===== src/rtl/lcd_bus_arbiter.sv =====
// Arbiter sharing the lcd_interface command port between lcd_init (until init_finish) and lcd_id.
// Optional watchdog on WAIT_BUSY/WAIT_DONE enabled by defining LCD_ARB_TIMEOUT_EN.
`timescale 1ns/1ps
module lcd_bus_arbiter #(
    parameter int unsigned TIMEOUT_CYCLES = 4096,
    parameter int unsigned BUSY_WAIT_MAX  = 4
) (
    input  logic        clk,
    input  logic        rst_n,
    input  logic        init_we,
    input  logic        init_wr,
    input  logic        init_rs,
    input  logic [15:0] init_data,
    input  logic        init_finish,
    output logic        init_write_ok,
    input  logic        id_we,
    input  logic        id_wr,
    input  logic        id_lcd_rs,
    input  logic [15:0] id_data,
    input  logic        id_fm,
    input  logic        id_read_color,
    output logic        id_busy,
    output logic        id_write_color_ok,
    output logic [15:0] intf_data,
    output logic        intf_we,
    output logic        intf_wr,
    output logic        intf_lcd_rs,
    output logic        intf_id_fm,
    output logic        intf_read_color,
    input  logic        intf_busy,
    input  logic        intf_init_write_ok,
    input  logic        intf_write_color_ok,
    output logic        arb_err
);

    typedef enum logic [2:0] {
        S_IDLE,
        S_ISSUE,
        S_WAIT_BUSY,
        S_WAIT_DONE,
        S_DONE
    } state_e;

    typedef enum logic {
        OWN_INIT = 1'b0,
        OWN_ID   = 1'b1
    } owner_e;

    typedef struct packed {
        logic        wr;
        logic        rs;
        logic        fm;
        logic        rc;
        logic [15:0] data;
    } cmd_t;

    localparam int BW_W = (BUSY_WAIT_MAX > 2) ? $clog2(BUSY_WAIT_MAX) : 1;
    localparam logic [BW_W-1:0] BW_LAST = BW_W'(BUSY_WAIT_MAX - 1);

    state_e          state_q, state_d;
    owner_e          owner_q, owner_d;
    cmd_t            cmd_q, cmd_d;
    logic [BW_W-1:0] bw_cnt_q, bw_cnt_d;
    logic            ack_seen_q, ack_seen_d;
    logic            we_q, we_d;
    logic            init_ok_q, init_ok_d;
    logic            id_ok_q, id_ok_d;
    logic            id_busy_q, id_busy_d;

`ifdef LCD_ARB_TIMEOUT_EN
    logic [31:0] to_cnt_q, to_cnt_d;
    logic        err_q, err_d;
    logic        in_wait;
    logic        timeout_hit;
    logic        err_set;

    assign in_wait     = (state_q == S_WAIT_BUSY) || (state_q == S_WAIT_DONE);
    assign timeout_hit = in_wait && (to_cnt_q == TIMEOUT_CYCLES - 1);
    assign to_cnt_d    = in_wait ? to_cnt_q + 32'd1 : 32'd0;
    assign err_d       = err_q | err_set;

    always_ff @(posedge clk or negedge rst_n) begin
        if (!rst_n) begin
            to_cnt_q <= 32'd0;
            err_q    <= 1'b0;
        end else begin
            to_cnt_q <= to_cnt_d;
            err_q    <= err_d;
        end
    end

    assign arb_err = err_q;
`else
    assign arb_err = 1'b0;
`endif

    // NOTE: every combinational output is defaulted first so no path can infer a latch.
    always_comb begin
        state_d    = state_q;
        owner_d    = owner_q;
        cmd_d      = cmd_q;
        bw_cnt_d   = '0;
        ack_seen_d = ack_seen_q | intf_init_write_ok | intf_write_color_ok;
`ifdef LCD_ARB_TIMEOUT_EN
        err_set    = 1'b0;
`endif

        case (state_q)
            S_IDLE: begin
                if (!init_finish && init_we) begin
                    state_d = S_ISSUE;
                    owner_d = OWN_INIT;
                    cmd_d   = '{wr: init_wr, rs: init_rs, fm: 1'b0, rc: 1'b0, data: init_data};
                end else if (init_finish && id_we) begin
                    state_d = S_ISSUE;
                    owner_d = OWN_ID;
                    cmd_d   = '{wr: id_wr, rs: id_lcd_rs, fm: id_fm, rc: id_read_color, data: id_data};
                end
            end
            S_ISSUE: begin
                // Acks left over from the previous command must not complete this one.
                ack_seen_d = 1'b0;
                state_d    = S_WAIT_BUSY;
            end
            S_WAIT_BUSY: begin
                bw_cnt_d = bw_cnt_q + BW_W'(1);
                if (intf_busy) begin
                    state_d = S_WAIT_DONE;
                end else if (ack_seen_q || (bw_cnt_q == BW_LAST)) begin
                    state_d = S_DONE;
                end
            end
            S_WAIT_DONE: begin
                if (!intf_busy) begin
                    state_d = S_DONE;
                end
            end
            S_DONE:  state_d = S_IDLE;
            default: state_d = S_IDLE;
        endcase

`ifdef LCD_ARB_TIMEOUT_EN
        if (timeout_hit && (state_d != S_DONE)) begin
            state_d = S_DONE;
            err_set = 1'b1;
        end
`endif

        // Outputs are registered from the next state so they line up with state_q.
        we_d      = (state_d == S_ISSUE);
        init_ok_d = (state_d == S_DONE) && (owner_q == OWN_INIT);
        id_ok_d   = (state_d == S_DONE) && (owner_q == OWN_ID);
        id_busy_d = !init_finish || (state_d != S_IDLE);
    end

    // NOTE: sequential state uses non-blocking assignments so all flops update from pre-edge values.
    always_ff @(posedge clk or negedge rst_n) begin
        if (!rst_n) begin
            state_q    <= S_IDLE;
            owner_q    <= OWN_INIT;
            cmd_q      <= '0;
            bw_cnt_q   <= '0;
            ack_seen_q <= 1'b0;
            we_q       <= 1'b0;
            init_ok_q  <= 1'b0;
            id_ok_q    <= 1'b0;
            id_busy_q  <= 1'b1;
        end else begin
            state_q    <= state_d;
            owner_q    <= owner_d;
            cmd_q      <= cmd_d;
            bw_cnt_q   <= bw_cnt_d;
            ack_seen_q <= ack_seen_d;
            we_q       <= we_d;
            init_ok_q  <= init_ok_d;
            id_ok_q    <= id_ok_d;
            id_busy_q  <= id_busy_d;
        end
    end

    assign intf_we           = we_q;
    assign intf_data         = cmd_q.data;
    assign intf_wr           = cmd_q.wr;
    assign intf_lcd_rs       = cmd_q.rs;
    assign intf_id_fm        = cmd_q.fm;
    assign intf_read_color   = cmd_q.rc;
    assign init_write_ok     = init_ok_q;
    assign id_write_color_ok = id_ok_q;
    assign id_busy           = id_busy_q;

endmodule

===== config.mk =====
export PLATFORM = sky130hd
export DESIGN_NAME = lcd_bus_arbiter
export DESIGN_NICKNAME = d
export VERILOG_FILES = /design/src/rtl/lcd_bus_arbiter.sv
export SDC_FILE = /design/constraint.sdc
export NUM_CORES = 1
export LEC_CHECK = 0
export CAP_MARGIN = 20
export CORE_MARGIN = 2
export CORE_UTILIZATION = 35
export DETAILED_ROUTE_END_ITERATION = 7
export GPL_TIMING_DRIVEN = 0
export PLACE_DENSITY_LB_ADDON = 0.3
export SYNTH_ARGS = -nofsm -noshare
export SYNTH_HDL_FRONTEND = slang
export SYNTH_SLANG_ARGS = --single-unit
export TNS_END_PERCENT = 20

===== constraint.sdc =====
create_clock -name clk -period 4.7 [get_ports clk]
set_input_delay 0.47 -clock clk [delete_from_list [all_inputs] [get_ports clk]]
set_output_delay 0.47 -clock clk [all_outputs]
set_load 0.02 [all_outputs]

**Word level (Yosys, flattened, before mapping)**

Cells that the tools add are included.
W data, S select, Z words.

- $add $sub $neg: 1
- $mul: 0
- Div/mod/pow operators: 0
- Magnitude comparators: 0
- Equal/unequal tests: 6
- Shift operators: 0
- Mux-type cells: 12
- Bitwise operators: 3
- Reduce and logical (&&, ||, !) cells: 11

Operator list:

| cell | count |
|---|---|
| $mux W20 | 2 |
| $mux W3 | 5 |
| $pmux W3 S4 | 1 |
| $eq A3 B1 Y1 const B | 2 |
| $eq A3 B2 Y1 const B | 2 |
| $logic_and A1 B1 Y1 | 4 |
| $eq A3 B3 Y1 const B | 1 |
| $logic_not A3 Y1 | 1 |
| $mux W1 | 3 |
| $reduce_bool A3 Y1 | 1 |
| $add A2 B1 Y2 const B | 1 |
| $eq A2 B2 Y1 const B | 1 |
| $logic_or A1 B1 Y1 | 2 |
| $mux W2 | 1 |
| $or A1 B1 Y1 | 2 |
| $reduce_and A2 Y1 | 1 |
| $reduce_bool A2 Y1 | 1 |
| $logic_not A1 Y1 | 1 |
| $not A1 Y1 | 1 |

- Register bits after elaboration: 31
- Latch bits: 0
- Memory bits (writable): 0
- Memory bits (read-only): 0
- Output and inout bits: 25
- Logic and storage cells: 46
- Memories kept: 0

**Longest topological paths before layout**

- Word-level depth: 7
- Gate-level depth with buffers: 5

**Least setup slack after synthesis**

Ideal clock, no wire load.

- Path kind: input to register
- Start point: input port init_we
- End point: register cmd_q, in the netlist intf_data[10]
- Data arrival time: 1.572 ns
- Data required time: 4.575 ns
- Path slack: 3.003 ns
- Cell stages on the path: 5
- Path buffers: 2
- Path through: nor2b_1 -> buf_2 -> buf_2 -> mux2_2 -> mux2_2

- Word-level cells in the longest chain between the ends: 3
- Elaborated cells on any way between the ends: 4
- Classes of those cells: mux (1); reduce/logical (3)

RTL lines:

| what | line | source |
|---|---|---|
| from (decl) | 10 | `input logic init_we,` |
| $logic_and A1 B1 Y1 (*) | 110 | `if (!init_finish && init_we) begin` |
| $reduce_bool A2 Y1 (no source line) | - |  |
| $reduce_and A2 Y1 (no source line) | - |  |
| to (signal assigned) | 171 | `cmd_q <= cmd_d;` |
| to (decl) | 62 | `cmd_t cmd_q, cmd_d;` |

Every way passes the cells marked *; elsewhere a longest branch is shown, timed or not.
A chain may end at the register's enable or synchronous reset.

**Worst setup path after layout**

- Start point: input port init_we
- End point: register cmd_q, in the netlist intf_wr

Same word-level chain as after synthesis.

==> impl_results.md <==
* Status: finished clean
* Via-per-instance ratio at 4.68
* CTS root buf: clkbuf_8
* Antenna diodes at 0
* Initial DRC count at 23
* Worst Tran Pin Value at around 0.76 ns
* Synth Flop Type: dfrtp_1
* Port bufs at 69
* Startpoint Class: primary input
* Synth Cell Area at 1440 um2
* H-tree Lvls at 2
* Global Route Usage Sum at 15.3%
* Die Y at between 60 and 70 um
* CTS tree: yes
* WS Path Type: in2reg
* Yosys warns at 0
* First-pass GRT wire length at 5180 um
* Slew Viols, Final at 0
* Sequential element share of the synthesized area at 54.1%
* Leak pwr at roughly 0.95 nW
* Setup Viol. Count Final at 0
* Hold path startpoint: owner_q
* Detail Route Antenna Nets at 0
* Fin. Hold Viols at 0
* Share of cells above drive strength 1 at 30.2%
* Min cycle time layout at 2.05 ns
* R2R Setup Slk at about 2.9 ns
* Avg Cell Area, Syn at 13.8 um2
* Synth area leaders: dfrtp_1 (52%), mux2_2 (28%), buf_6 (2.4%)
* Max cap viols at 0
* Most common cell in the netlist: mux2_2
* Reg-to-Reg Start: state_q[1]
* Fmax at about 0.49 GHz
* Clock transition at path regs at ~0.06 ns
* Pwr dens at 577 nW/um2
* Async SR Flop Fraction at 100%
* Setup TNS at 0 ns
* Setup Fix Bufs, Post-CTS at 0
* Total gr overflow at 0
* Die X at 68.1 um
* Smallest hold slack at 0.451 ns
* Routed WL at 3150 um
* Post-DR wirelength/cell at between 10 and 15 um
* Largest net degree at the start of global routing at 18
* Post-Syn Nets at 151
* Mapped Cells at 104
* R2R cell count at 5
* Worst EP arrival at 2.22 ns
* CTS Buf Count at 5
* Clock sink count at 31
* RR Endpoint: intf_data[4]
* RSZ-0062 raised after global routing: false
* Routability cong. at 0.712
* Hold endpoint: init_write_ok
* Initial Util at 36.2%
* Latest clock arrival within the worst-skew pair at between 0.2 and 0.3 ns
* Maximum vdd drop at 0.000457 V
* Worst Hold Path Cells at 1
* Vias in the first global route at between 1,000 and 1,500
* Layout Cells excl Fill at between 200 and 250
* Slew HR at 49.3%
* Post-synth top area share at 52.3%
* Worst Hold Class: reg2reg
* # rows at 23
* Post_cts resized at 0
* Quantity of hold-fixing buffers added after cts at 0
* Post-synth top cells: mux2_2 (36), dfrtp_1 (30)
* Critical path endpoint category: flip-flop
* Initial antenna violation count at 0
* Synth cell types at 26
* DPL Wire Length at around 2500 um
* I/O Pins at 71
* Placed insts at 224
* Core Util, Final at 58.8%
* Area grow syn2layout at 62.5%
* Final worst path period share at a little over two fifths
* # nets final at 228
* Die area at 4630 um2
* Synth area leader: dfrtp_1
* DRC viols at 0
* Maximum fanout along the worst path at 10
* Critical Path RT at a little under 5 ns
* FF+latch count, synth at 31
* DR pass1 iterations at 2
* Core area at between 3000 and 4000 um2
* Skew final at 0.00603 ns
* EDFF count, synth at 0
* Clock buffer depth at 2
* Via count at 1,085
[power breakdown]
group / internal, W / switching, W
Combinational: 0.000348 / 0.000276
Clock: 0.000171 / 0.0000930
Sequential: 0.000394 / 0.0000658
[layout by cell type, fill, tap and decap left out, types with 3 or more instances in the layout]
cell	n
nor2_1	3
dfrtp_1	30
inv_1	3
clkbuf_8	6
nor3_1	3
mux2_2	36
clkdlybuf4s50_1	69
buf_6	3
[critical path, cell delays in order]
cell	delay (ns)
clkdlybuf4s50_1	0.47
nor2b_1	0.13
buf_2	0.24
buf_2	0.28
mux2_2	0.37
mux2_2	0.26
[final cells by class]
cell class / instances / area, um2
Fill cell: 303 / 1640
Sequential cell: 31 / 777
Timing Repair Buffer: 70 / 718
Multi-Input combinational cell: 63 / 593
Clock buffer: 6 / 82.6
Tap cell: 50 / 62.6
Buffer: 7 / 55.1
Clock inverter: 2 / 35.0
Inverter: 3 / 11.3
[registers in the layout (all words and copies together) (netlist names)]
name	flops
owner_q	1
intf_lcd_rs	1
id_write_color_ok	1
state_q	3
init_write_ok	1
intf_read_color	1
intf_id_fm	1
intf_we	1
intf_data	16
bw_cnt_q	2
id_busy	1
ack_seen_q	1
intf_wr	1
[how the worst max path moves through the flow]
stage                  from             to  cells past startpoint
CTS                 init_we  intf_data[14]                      6
floorplan           init_we  intf_data[10]                      5
detailed placement  init_we  intf_data[14]                      6
global route        init_we  intf_data[13]                      6
global placement    init_we  intf_data[13]                      6
finish              init_we        intf_wr                      6
[metrics by stage]
stage / setup WS, ns / total power (W) / area, um2
floorplan: 3.00 / 0.000804 / 1440
global placement: 2.38 / 0.00107 / 2190
detailed placement: 2.35 / 0.00110 / 2220
CTS: 2.64 / 0.00137 / 2330
global route: 2.57 / 0.00143 / 2330
finish: 2.65 / 0.00135 / 2330
[per-layer routing]
metal,routed length [um],track usage (%),vias to the layer above
li1,-,-,519
met4,14,5.75,0
met3,300,5.59,2
met2,1560,28.4,48
met5,0,0,-
met1,1280,15.5,516
[logic make-up (layout without fill, tap and decap cells)]
family | after synthesis | count (layout) | share of synthesized area (%)
adders and majority gates | 1 | 1 | 0.871
buffers and inverters | 10 | 88 | 4.62
muxes | 36 | 36 | 28.2
DFF | 31 | 31 | 54.1
AOI/OAI and AO/OA | 8 | 8 | 4.53
other | 1 | 1 | 0.261
and+or+nand+nor | 17 | 17 | 7.40
Note: power is estimated with default switching activity, not from simulation.
